==> config.mk <==
export PLATFORM = sky130hd
export DESIGN_NAME = cripto_feeder
export DESIGN_NICKNAME = d
export VERILOG_FILES = /design/src/rtl/cripto_pkg.sv /design/src/rtl/cripto_block_fifo.sv /design/src/rtl/cripto_feeder.sv
export SDC_FILE = /design/constraint.sdc
export NUM_CORES = 1
export LEC_CHECK = 0
export ABC_AREA = 1
export BUFFER_PORTS_ARGS = -buffer_cell sky130_fd_sc_hd__clkbuf_2
export CORE_ASPECT_RATIO = 1.25
export CORE_UTILIZATION = 40
export CTS_CLUSTER_DIAMETER = 30
export DETAILED_ROUTE_END_ITERATION = 16
export SLEW_MARGIN = 20
export SYNTH_ARGS = -nofsm -noshare
export SYNTH_HDL_FRONTEND = slang
export SYNTH_HIERARCHICAL = 1
export SYNTH_SLANG_ARGS = --single-unit
==> constraint.sdc <==
create_clock -name clock -period 6.2 [get_ports clock]
set_clock_uncertainty 0.1 [all_clocks]
set_input_delay 0.31 -clock clock [delete_from_list [all_inputs] [get_ports clock]]
set_output_delay 0.31 -clock clock [all_outputs]
set_load 0.02 [all_outputs]
==> src/rtl/cripto_pkg.sv <==
// -----------------------------------------------------------------------------
// cripto_pkg
// Shared constants and types for the cripto_feeder byte-to-block front end.
//   BLOCK_W          width of one cipher block
//   BYTES_PER_BLOCK  bytes packed into one block
//   QUEUE_DEPTH      blocks held between packer and cipher core
//   issue_state_t    issue FSM states
//   block_t          queued entry: mode bit above the 64-bit block
// -----------------------------------------------------------------------------
package cripto_pkg;

    localparam int unsigned BLOCK_W         = 64;
    localparam int unsigned BYTES_PER_BLOCK = 8;
    localparam int unsigned QUEUE_DEPTH     = 2;

    typedef enum logic [1:0] {
        StIdle  = 2'd0,
        StIssue = 2'd1,
        StWait  = 2'd2
    } issue_state_t;

    typedef struct packed {
        logic               mode;
        logic [BLOCK_W-1:0] data;
    } block_t;

endpackage

==> src/rtl/cripto_block_fifo.sv <==
// -----------------------------------------------------------------------------
// cripto_block_fifo
// Two-entry FIFO of {mode, block} words between the byte packer and the
// issue FSM. A push and a pop in the same cycle both take effect, also when
// the FIFO is full (the pushed word lands in the slot being vacated).
// Ports:
//   clock      rising-edge clock
//   reset      asynchronous active-low reset
//   push       write push_data (ignored when full without a same-cycle pop)
//   push_data  {mode, block} to enqueue
//   pop        drop the head entry (ignored when empty)
//   head       current head entry
//   count      number of stored entries (0..2)
// -----------------------------------------------------------------------------
module cripto_block_fifo
    import cripto_pkg::*;
(
    input  logic             clock,
    input  logic             reset,
    input  logic             push,
    input  logic [BLOCK_W:0] push_data,
    input  logic             pop,
    output logic [BLOCK_W:0] head,
    output logic [1:0]       count
);

    localparam logic [1:0] FullCnt = 2'(QUEUE_DEPTH);

    logic [BLOCK_W:0] mem_q [QUEUE_DEPTH];
    logic             wr_ptr_q;
    logic             rd_ptr_q;
    logic [1:0]       count_q;
    logic             do_push;
    logic             do_pop;

    assign do_pop  = pop && (count_q != 2'd0);
    assign do_push = push && ((count_q != FullCnt) || do_pop);

    always_ff @(posedge clock or negedge reset) begin
        if (!reset) begin
            mem_q[0] <= '0;
            mem_q[1] <= '0;
            wr_ptr_q <= 1'b0;
            rd_ptr_q <= 1'b0;
            count_q  <= 2'd0;
        end else begin
            if (do_push) begin
                mem_q[wr_ptr_q] <= push_data;
                wr_ptr_q        <= ~wr_ptr_q;
            end
            if (do_pop) begin
                rd_ptr_q <= ~rd_ptr_q;
            end
            case ({do_push, do_pop})
                2'b10:   count_q <= count_q + 2'd1;
                2'b01:   count_q <= count_q - 2'd1;
                default: count_q <= count_q;
            endcase
        end
    end

    assign head  = mem_q[rd_ptr_q];
    assign count = count_q;

endmodule

==> src/rtl/cripto_feeder.sv <==
// -----------------------------------------------------------------------------
// cripto_feeder
// Packs a byte stream MSB-first into 64-bit blocks, queues up to two full
// blocks and hands them one at a time to a cipher core.
// Optional feature: define CRIPTO_FEEDER_PAD_EN to let last_i close a partial
// block with zero padding; without it last_i is ignored.
// Ports:
//   clock         rising-edge clock
//   reset         asynchronous active-low reset
//   byte_i        stream byte; byte_valid_i/byte_ready_o handshake
//   last_i        final byte of message (padding build only)
//   mode_i        1=encrypt 0=decrypt, latched with first byte of a block
//   start_o       one-cycle start pulse to the core
//   enc_dec_o     mode of the issued block
//   data_o        issued block, held until the core reports ready
//   busy_i        core busy; blocks issue only while low
//   ready_i       core result ready; pops the issued block
//   pending_o     full blocks waiting in the queue (0..2)
// -----------------------------------------------------------------------------
module cripto_feeder
    import cripto_pkg::*;
(
    input  logic               clock,
    input  logic               reset,
    input  logic [7:0]         byte_i,
    input  logic               byte_valid_i,
    output logic               byte_ready_o,
    input  logic               last_i,
    input  logic               mode_i,
    output logic               start_o,
    output logic               enc_dec_o,
    output logic [BLOCK_W-1:0] data_o,
    input  logic               busy_i,
    input  logic               ready_i,
    output logic [1:0]         pending_o
);

    localparam logic [2:0] LastIdx = 3'(BYTES_PER_BLOCK - 1);
    localparam logic [1:0] FullCnt = 2'(QUEUE_DEPTH);

    // Pack register
    logic [BLOCK_W-1:0] pack_data_q, pack_data_d;
    logic [2:0]         byte_cnt_q, byte_cnt_d;
    logic               pack_mode_q, pack_mode_d;
    logic               pack_full_q, pack_full_d;

    logic               accept;
    logic               close_block;
    logic               push;
    logic               pop;
    logic [1:0]         fifo_count;
    logic [BLOCK_W:0]   fifo_head;
    block_t             next_blk;
    logic               head_avail;

    // Issue FSM and registered outputs
    issue_state_t       state_q;
    logic               start_q;
    logic               enc_dec_q;
    logic [BLOCK_W-1:0] data_q;

    // Gating with reset keeps ready low while in reset and high right after.
    assign byte_ready_o = reset && !pack_full_q;
    assign accept       = byte_valid_i && byte_ready_o;

`ifdef CRIPTO_FEEDER_PAD_EN
    // Low bytes of the pack register are already zero, so closing early pads.
    assign close_block = accept && ((byte_cnt_q == LastIdx) || last_i);
`else
    logic unused_last;
    assign unused_last = last_i;
    assign close_block = accept && (byte_cnt_q == LastIdx);
`endif

    assign pop  = (state_q == StWait) && ready_i;
    assign push = pack_full_q && ((fifo_count != FullCnt) || pop);

    always_comb begin
        pack_data_d = pack_data_q;
        byte_cnt_d  = byte_cnt_q;
        pack_mode_d = pack_mode_q;
        pack_full_d = pack_full_q;
        if (push) begin
            pack_data_d = '0;
            byte_cnt_d  = 3'd0;
            pack_mode_d = 1'b0;
            pack_full_d = 1'b0;
        end else if (accept) begin
            for (int unsigned i = 0; i < BYTES_PER_BLOCK; i++) begin
                if (byte_cnt_q == 3'(i)) begin
                    pack_data_d[BLOCK_W-1-8*i -: 8] = byte_i;
                end
            end
            if (byte_cnt_q == 3'd0) begin
                pack_mode_d = mode_i;
            end
            if (close_block) begin
                pack_full_d = 1'b1;
                byte_cnt_d  = 3'd0;
            end else begin
                byte_cnt_d  = byte_cnt_q + 3'd1;
            end
        end
    end

    always_ff @(posedge clock or negedge reset) begin
        if (!reset) begin
            pack_data_q <= '0;
            byte_cnt_q  <= 3'd0;
            pack_mode_q <= 1'b0;
            pack_full_q <= 1'b0;
        end else begin
            pack_data_q <= pack_data_d;
            byte_cnt_q  <= byte_cnt_d;
            pack_mode_q <= pack_mode_d;
            pack_full_q <= pack_full_d;
        end
    end

    cripto_block_fifo u_fifo (
        .clock     (clock),
        .reset     (reset),
        .push      (push),
        .push_data ({pack_mode_q, pack_data_q}),
        .pop       (pop),
        .head      (fifo_head),
        .count     (fifo_count)
    );

    // An empty queue being pushed this cycle forwards the pack register, so
    // the block can issue without waiting a cycle for the queue write.
    assign head_avail = (fifo_count != 2'd0) || push;
    assign next_blk   = (fifo_count == 2'd0) ? block_t'({pack_mode_q, pack_data_q})
                                             : block_t'(fifo_head);

    always_ff @(posedge clock or negedge reset) begin
        if (!reset) begin
            state_q   <= StIdle;
            start_q   <= 1'b0;
            enc_dec_q <= 1'b0;
            data_q    <= '0;
        end else begin
            case (state_q)
                StIdle: begin
                    if (head_avail && !busy_i) begin
                        state_q   <= StIssue;
                        start_q   <= 1'b1;
                        data_q    <= next_blk.data;
                        enc_dec_q <= next_blk.mode;
                    end
                end
                StIssue: begin
                    start_q <= 1'b0;
                    state_q <= StWait;
                end
                StWait: begin
                    if (ready_i) begin
                        state_q <= StIdle;
                    end
                end
                default: begin
                    start_q <= 1'b0;
                    state_q <= StIdle;
                end
            endcase
        end
    end

    assign start_o   = start_q;
    assign enc_dec_o = enc_dec_q;
    assign data_o    = data_q;
    assign pending_o = fifo_count;

endmodule

==> impl_metrics.toml, run 1 <==
[timing]
period_share_pct = 69.7
clock.fmax_mhz = 231
final.min_clock_period_ns = 4.32
worstMarginPinSlew_ns = 1.14
relSlewSlack_pct = 24.2
final_max_slew_viol_count = 0
hold_viol = 0
setup_viol = 0
worst_slack_ns = 1.88
setup_tns_ns = 0
rsz0062_at_grt = "false"

[routing]
dr.pass1.iters = 5
wl_met1_um = 15800
vias = 11300
ant_nets = 0
wl_met2_um = 17900
top_layer_used = "met4"
wl_met3_um = 2140
drt_iter0_markers = 794
drc = 0
avgViaCountPerCell = 5.29
wl_um = 37000
wl_per_cell_um = 17.3

[status]
status = "finished clean"

[global_route]
grtUsageTotal_pct = 22.9
grt.overflow.total = 0
grt_max_degree = 101
grt_pass1_vias = 11200
grt_pass1_wl_um = 60100
antenna_found_initial = 0

[finish]
syn_to_final_growth_pct = 17.1
ff_latch_area_um2 = 6800
multiInputGateArea_um2 = 5430
layout_common_cells = "nand2_1 (867), dfrtp_1 (267), nand3_1 (140), nand4_1 (132), clkbuf_2 (81)"
num-fill-cells = 3126
drive_gt1_share_pct = 12.2
mostFrequentLayoutCell = "nand2_1"
fin_nets = 1711
num_antenna_cells = 0

[min_path]
hold_class = "primary input to flip-flop"

[pwr]
p_int_w = 0.00491
p_per_area_nw_per_um2 = 538
p_clk_share_pct = 35.5
finalPower_w = 0.00819
p_comb_share_pct = 26.3
seq_power_share_pct = 38.2
switchingPower_w = 0.00327
leakagePower_nw = 8.51
peakVddDrop_mv = 0.237
swShare_pct = 40.0

[synthesis]
syn_inst = 1669
yosysUniqueCellTypes = 22
ys_seq_area_share_pct = 52.2
avgSynthCellArea_um2 = 7.79
ys_seq_elements = 271
yosys_warnings = 6
syn-cell-area_um2 = 13000
syn-num-nets = 1691

[setup_path]
cp_max_fo = 72
crit_path_start_kind = "flip-flop"
required_ns = 6.54
crit_type = "flip-flop to flip-flop"
reg2reg_setup_slack_ns = 1.88
end_kind = "flip-flop"
arrival_ns = 4.66

[run]
drv_cap = 0

[clock_network]
cts-hold-fix-buffers = 3
insertion_delay_ns = 0.56
ctsLongestPathBuffers = 3
ctsResizeCount = 0
cts_setup_buffers = 0
cts_tree = "done"
cts_buffers = 52
clock-sinks = 271
cts_root_buffer = "clkbuf_16"
h-tree-depth = 2
clkTransAtPathRegs_ns = 0.05

[floorplan]
die_h_um = 204
rows = 73
fp.dieArea_um2 = 33200
ios = 84
core_area_um2 = 31900
die_w_um = 163
initial_core_util_pct = 40.8

[place]
dp_slack_ns = 1.95
io_buffers = 82
gp_congestion = 0.768
place_hpwl_um = 18700
critical path, cell delays in order (launching register included):
cell,delay (ns)
dfrtp_4,1.07
inv_2,0.03
nor2_1,0.10
nand2_1,0.10
nand2_4,0.28
clkinv_2,0.95
buf_4,0.74
nand2_1,0.20
ha_1,0.29
inv_1,0.08
nand3_1,0.08
nand2_1,0.07
nand2_1,0.06
state kept, by name (all words and copies together), names as in the netlist, 2 cells and up:
register / count
pack_data_q: 64
state_q: 2
byte_cnt_q: 3
data_o: 64
u_fifo/count: 2
u_fifo/mem_q: 130
kinds of logic (layout without fill, tap and decap cells):
group	Yosys count	in the layout	share of synthesized area [%]
DFF	271	271	52.2
xor gates and xnor gates	2	2	0.135
adders and majority gates	7	7	0.674
AOI/OAI and AO/OA	68	68	2.62
buffers and inverters	156	218	6.38
and+or+nand+nor	1165	1165	38.0
metal layers:
metal  global-route usage (%)  up-vias
met2                     39.0      345
met3                     3.40       83
met4                     9.01        0
met1                     29.1     5465
met5                        0        -
li1                         -     5453
cell usage after synthesis (all sizes together):
master  instances  area share, %
or2             2          0.096
nor2           15           0.59
inv            25           0.72
nand4         132            6.4
o21ai          68            2.6
xor2            1          0.067
nand2         868             25
nand3b          4           0.23
ha              7           0.67
buf            97            4.7
nand3         144            5.7
dfrtp         271             52
clkbuf         34           0.98
xnor2           1          0.067
worst paths after layout:
path / from / end / cells after the start
min in group asynchronous: reset / pack_data_q[62] / 2
worst max register to register: u_fifo/count[1] / u_fifo/count[1] / 12
worst max-delay path: u_fifo/count[1] / u_fifo/count[1] / 12
max in group asynchronous: reset / u_fifo/count[1] / 4
worst min register to register: u_fifo/mem_q[90] / u_fifo/mem_q[90] / 2
worst min-delay path: byte_i[6] / pack_data_q[22] / 3
stage by stage:
| stage | std cells | cell area (um^2) | util [%] | hold WS, ns |
|---|---|---|---|---|
| after floorplan | 1669 | 13000 | - | -0.0856 |
| after global placement | 2043 | 13300 | 41.8 | 0.187 |
| after detailed placement | 2043 | 13300 | 41.8 | 0.188 |
| after CTS | 2142 | 15200 | 47.6 | 0.103 |
| after global routing | 2143 | 15200 | 47.7 | 0.123 |
| final | 2143 | 15200 | 47.7 | 0.115 |
layout make-up:
class,count,area share [%]
clock buffer,64,9.38
clock inverter,32,2.57
inverter,25,0.641
multi-input combinational,1242,35.7
sequential,271,44.7
tap,412,3.39
timing repair buffer,97,3.68
power groups by stage:
stage | clock, W | sequential [W] | combinational [W]
after floorplan | 0 | 0.00285 | 0.00169
after global placement | 0 | 0.00312 | 0.00212
after detailed placement | 0 | 0.00314 | 0.00216
after CTS | 0.00295 | 0.00312 | 0.00217
after global routing | 0.00303 | 0.00321 | 0.00243
final | 0.00290 | 0.00313 | 0.00215
Power figures use the tool's default switching activity.
==> inputs of run 2 (changes only) <==
==> constraint.sdc (replaced) <==
create_clock -name clock -period 3.84 [get_ports clock]
set_clock_uncertainty 0.1 [all_clocks]
set_input_delay 0.192 -clock clock [delete_from_list [all_inputs] [get_ports clock]]
set_output_delay 0.192 -clock clock [all_outputs]
set_load 0.02 [all_outputs]
==> impl_metrics.toml, run 2 (synthesis results as in run 1) <==
[pwr]
p_int_w = 0.00842
swShare_pct = 38.4
p_clk_share_pct = 37.0
switchingPower_w = 0.00525
peakVddDrop_mv = 0.486
finalPower_w = 0.0137
leakagePower_nw = 8.62
seq_power_share_pct = 33.0
p_per_area_nw_per_um2 = 885
p_comb_share_pct = 30.0

[setup_path]
cpPeakStageDelay_ns = 0.65
reg2reg_setup_slack_ns = 0.98
crit_type = "flip-flop to flip-flop"
arrival_ns = 3.24
required_ns = 4.22
cpMaxStageDelayCell = "buf_4"
timing.rr.start = "state_q[0]"
crit_chain = "inv_1 -> nand3_1 -> nand2_1 -> nand2_4 -> clkinv_2 -> buf_4 -> nand4_1 -> nand2_1"
end_kind = "flip-flop"
cp_max_fo = 60
reg2regPathDepth = 8
crit_path_start_kind = "flip-flop"
rr_endpoint = "u_fifo/mem_q[88]"
path_common_cell = "nand2_1"

[finish]
final_area_um2 = 15400
drive_gt1_share_pct = 12.6
fin_cells = 2156
layout_common_cells = "nand2_1 (867), dfrtp_1 (267), nand3_1 (140), nand4_1 (132), clkbuf_2 (81)"
num-fill-cells = 3119
syn_to_final_growth_pct = 18.8
top_register = "u_fifo/mem_q"
fin_nets = 1723
largest_register_ff_count = 130
mostFrequentLayoutCell = "nand2_1"

[timing]
worstMarginPinSlew_ns = 0.946
final_max_slew_viol_count = 0
final.min_clock_period_ns = 2.86
rsz0062_at_grt = "false"
clock.fmax_mhz = 350
period_share_pct = 74.5
relSlewSlack_pct = 36.9
setup_viol = 0
hold_viol = 0
setup_tns_ns = 0

[place]
gp_congestion = 0.765
place_area_um2 = 13400
io_buffers = 82
placed_cells = 2053
place_hpwl_um = 19400

[routing]
drc = 0
drt_iter0_markers = 821
vias = 11300
dr.pass1.iters = 5
wl_um = 37200
avgViaCountPerCell = 5.23
wl_per_cell_um = 17.2
ant_nets = 0

[global_route]
grtUsageTotal_pct = 23.2
antenna_found_initial = 1
grt_pass1_wl_um = 60700
grt.overflow.total = 0
grt_pass1_vias = 11400
grt_max_degree = 141

[min_path]
min_from = "byte_i[2]"
holdPathStages = 3
hold_class = "primary input to flip-flop"
min_to = "pack_data_q[18]"

[clock_network]
cts_tree = "done"
insertion_delay_ns = 0.56
h-tree-depth = 2
cts_buffers = 54
clock-sinks = 271
cts_setup_buffers = 0
clkTransAtPathRegs_ns = 0.05
ctsLongestPathBuffers = 3
ctsResizeCount = 0
cts_root_buffer = "clkbuf_16"

[floorplan]
initial_core_util_pct = 40.8
rows = 73
die_w_um = 163
die_h_um = 204
fp.dieArea_um2 = 33200
core_area_um2 = 31900
ios = 84

[run]
drv_cap = 0

[status]
status = "finished clean"
## run 2: cell types whose count changed in the layout (fill, tap and decap cells not counted), moves of 3 or more
cell,change
buf_12,+3
dfrtp_4,-4
dfrtp_2,+4
buf_4,+7
clkbuf_1,+4
inv_6,-7
bufinv_16,+5
clkinv_2,-4
## run 2: cell type report
| type | instances | area, um^2 | area share, % |
|---|---|---|---|
| multi-input cells | 1242 | 5410 | 35.1 |
| clock buffers | 71 | 1510 | 9.76 |
| inverters | 25 | 96.3 | 0.624 |
| well taps | 412 | 515 | 3.34 |
| clock inverters | 27 | 464 | 3.01 |
| diodes | 1 | 2.50 | 0.0162 |
| repair buffers | 107 | 656 | 4.25 |
| flip-flops and latches | 271 | 6790 | 44.0 |
## run 2: power groups by stage
stage	Sequential, W	Combinational [W]	Clock (W)
2_1_floorplan	0.00461	0.00273	0
3_3_place_gp	0.00450	0.00404	0
3_5_place_dp	0.00453	0.00410	0
4_1_cts	0.00450	0.00412	0.00514
5_1_grt	0.00464	0.00457	0.00529
6_report	0.00450	0.00410	0.00506
## run 2: per-stage QoR
stage	hold WS (ns)	setup slack, ns	utilization, %
2_1_floorplan	-0.204	1.38	-
3_3_place_gp	0.0701	1.12	42.1
3_5_place_dp	0.0725	1.07	42.1
4_1_cts	0.0332	1.04	48.4
5_1_grt	0.0280	0.790	48.4
6_report	0.0490	0.979	48.4
## run 2: routing by layer
metal	GRT usage, %	vias up	share of wire (%)	routed length (um)
met4	8.98	0	2.8	1040
met1	28.9	5382	42	15500
met3	3.36	70	5.9	2190
met5	0	-	0	0
li1	-	5478	-	-
met2	40.1	342	50	18400
## run 2: worst max-delay path by stage
stage,cells after the start,slack [ns],to,start
after CTS,9,1.04,u_fifo/mem_q[104],state_q[0]
after floorplan,15,1.38,u_fifo/count[1],u_fifo/count[1]
final,8,0.98,u_fifo/mem_q[88],state_q[0]
after global placement,8,1.12,u_fifo/mem_q[28],state_q[0]
after global routing,9,0.79,u_fifo/mem_q[66],state_q[0]
after detailed placement,8,1.07,u_fifo/wr_ptr_q,state_q[0]
## run 2: repair_timing
action                                  4_1_cts  5_1_grt
endpoints found under the setup margin        0        0
hold endpoints to repair                     63        0
hold buffers                                  4        0
## run 2: critical path: cells and delay by family, from the launching register on
kind          cells  cell delay (ns)
flops             1             0.37
simple gates      5             0.89
buf+inv           3             1.37
==> inputs of run 3 (changes only) <==
==> constraint.sdc (replaced) <==
create_clock -name clock -period 3 [get_ports clock]
set_clock_uncertainty 0.1 [all_clocks]
set_input_delay 0.15 -clock clock [delete_from_list [all_inputs] [get_ports clock]]
set_output_delay 0.15 -clock clock [all_outputs]
set_load 0.02 [all_outputs]
==> impl_metrics.toml, run 3 (synthesis results as in run 1) <==
[timing]
final.min_clock_period_ns = 2.10
rsz0062_at_grt = "false"
relSlewSlack_pct = 38.3
period_share_pct = 70.1
setup_viol = 0
setup_tns_ns = 0
worstMarginPinSlew_ns = 0.926
final_max_slew_viol_count = 0
clock.fmax_mhz = 475
hold_viol = 0
worst_slack_ns = 0.896

[floorplan]
fp.dieArea_um2 = 33200
rows = 73
die_h_um = 204
initial_core_util_pct = 40.8
core_area_um2 = 31900
ios = 84
die_w_um = 163

[setup_path]
crit_buf_inv = 1
cp.depth = 5
path_common_cell = "nand3_1"
cp_top_family = "simple AND/OR/NAND/NOR gates"
end_kind = "flip-flop"
crit_chain = "inv_2 -> nand3_1 -> nor2_1 -> nand3_1 -> nand2_1"
cp_max_fo = 11
cpMaxStageDelayCell = "nor2_1"
crit_path_start_kind = "flip-flop"
reg2regPathDepth = 5
crit_type = "flip-flop to flip-flop"
required_ns = 3.39
arrival_ns = 2.49
cpPeakStageDelay_ns = 0.70

[pwr]
leakagePower_nw = 8.72
peakVddDrop_mv = 0.648
finalPower_w = 0.0176
p_per_area_nw_per_um2 = 1130

[min_path]
hold_class = "primary input to flip-flop"
holdPathStages = 5

[routing]
wl_per_cell_um = 17.0
avgViaCountPerCell = 5.22
drt_iter0_markers = 809
dr.pass1.iters = 5
vias = 11300
drc = 0
wl_um = 36900
ant_nets = 0

[clock_network]
ctsResizeCount = 0
clock-sinks = 271
clkTransAtPathRegs_ns = 0.05
cts_setup_buffers = 0
cts_tree = "done"
h-tree-depth = 2
cts-hold-fix-buffers = 9
cts_buffers = 55
ctsLongestPathBuffers = 3
cts_root_buffer = "clkbuf_16"
insertion_delay_ns = 0.56

[run]
drv_cap = 0

[global_route]
grt_max_degree = 134
antenna_found_initial = 0
grtUsageTotal_pct = 23.0
grt.overflow.total = 0
grt_pass1_vias = 11200
grt_pass1_wl_um = 60400

[finish]
syn_to_final_growth_pct = 20.3
final_area_um2 = 15600
top_register = "u_fifo/mem_q"
fin_nets = 1734
mostFrequentLayoutCell = "nand2_1"
num_antenna_cells = 0
drive_gt1_share_pct = 12.9
layout_common_cells = "nand2_1 (867), dfrtp_1 (267), nand3_1 (140), nand4_1 (132), clkbuf_2 (81)"
largest_register_ff_count = 130
num-fill-cells = 3083

[place]
io_buffers = 82
gp_congestion = 0.778
place_hpwl_um = 19500
place_area_um2 = 13500
dp_slack_ns = 0.911

[status]
status = "finished clean"
run 3: cell types whose count changed in the layout (fill, tap and decap cells not counted), moves of 3 or more:
cell           before  now
inv_8               0    3
buf_12              3    9
dlygate4sd3_1       4    8
clkinvlp_4          7    3
run 3: metal layers:
| layer | wire length (um) | track usage, % |
|---|---|---|
| met2 | 18100 | 39.5 |
| met3 | 2070 | 3.32 |
| met5 | 0 | 0 |
| met1 | 15700 | 29.2 |
| met4 | 1050 | 8.71 |
run 3: area by class of cell:
cell class / count / area [um^2] / share of cell area, %
tap: 412 / 515 / 3.30
clock inverter: 25 / 420 / 2.69
multi-input combinational: 1242 / 5410 / 34.6
clock buffer: 77 / 1590 / 10.2
sequential: 271 / 6790 / 43.4
inverter: 25 / 95.1 / 0.608
timing repair buffer: 117 / 816 / 5.22
run 3: final timing paths:
check | from | to | slack, ns
worst max-delay path | pack_full_q | pack_data_q[14] | 0.90
worst min-delay path | busy_i | state_q[0] | 0.02
worst max register to register | pack_full_q | pack_data_q[14] | 0.90
worst min register to register | u_fifo/mem_q[38] | u_fifo/mem_q[38] | 0.37
max in group asynchronous | reset | u_fifo/mem_q[101] | 2.01
min in group asynchronous | reset | byte_cnt_q[2] | 0.07
run 3: power by group:
part           leakage (nW)  internal [W]  total, W  switching (W)
logic                  4.07       0.00146   0.00525        0.00378
clock network         0.977       0.00455   0.00654        0.00199
registers              3.68       0.00489   0.00583       0.000945
run 3: tightest hold or removal path: stages:
cell	delay (ns)
clkbuf_2	0.07
inv_1	0.04
nand3_2	0.09
inv_2	0.05
buf_12	0.19
run 3: per-stage QoR:
step / instances / util [%] / hold slack [ns]
finish: 2169 / 49.1 / 0.0163
global route: 2169 / 49.1 / 0.00898
CTS: 2169 / 49.1 / 0.0104
detailed placement: 2058 / 42.4 / -0.0631
global placement: 2058 / 42.4 / -0.0664
floorplan: 1669 / - / -0.246
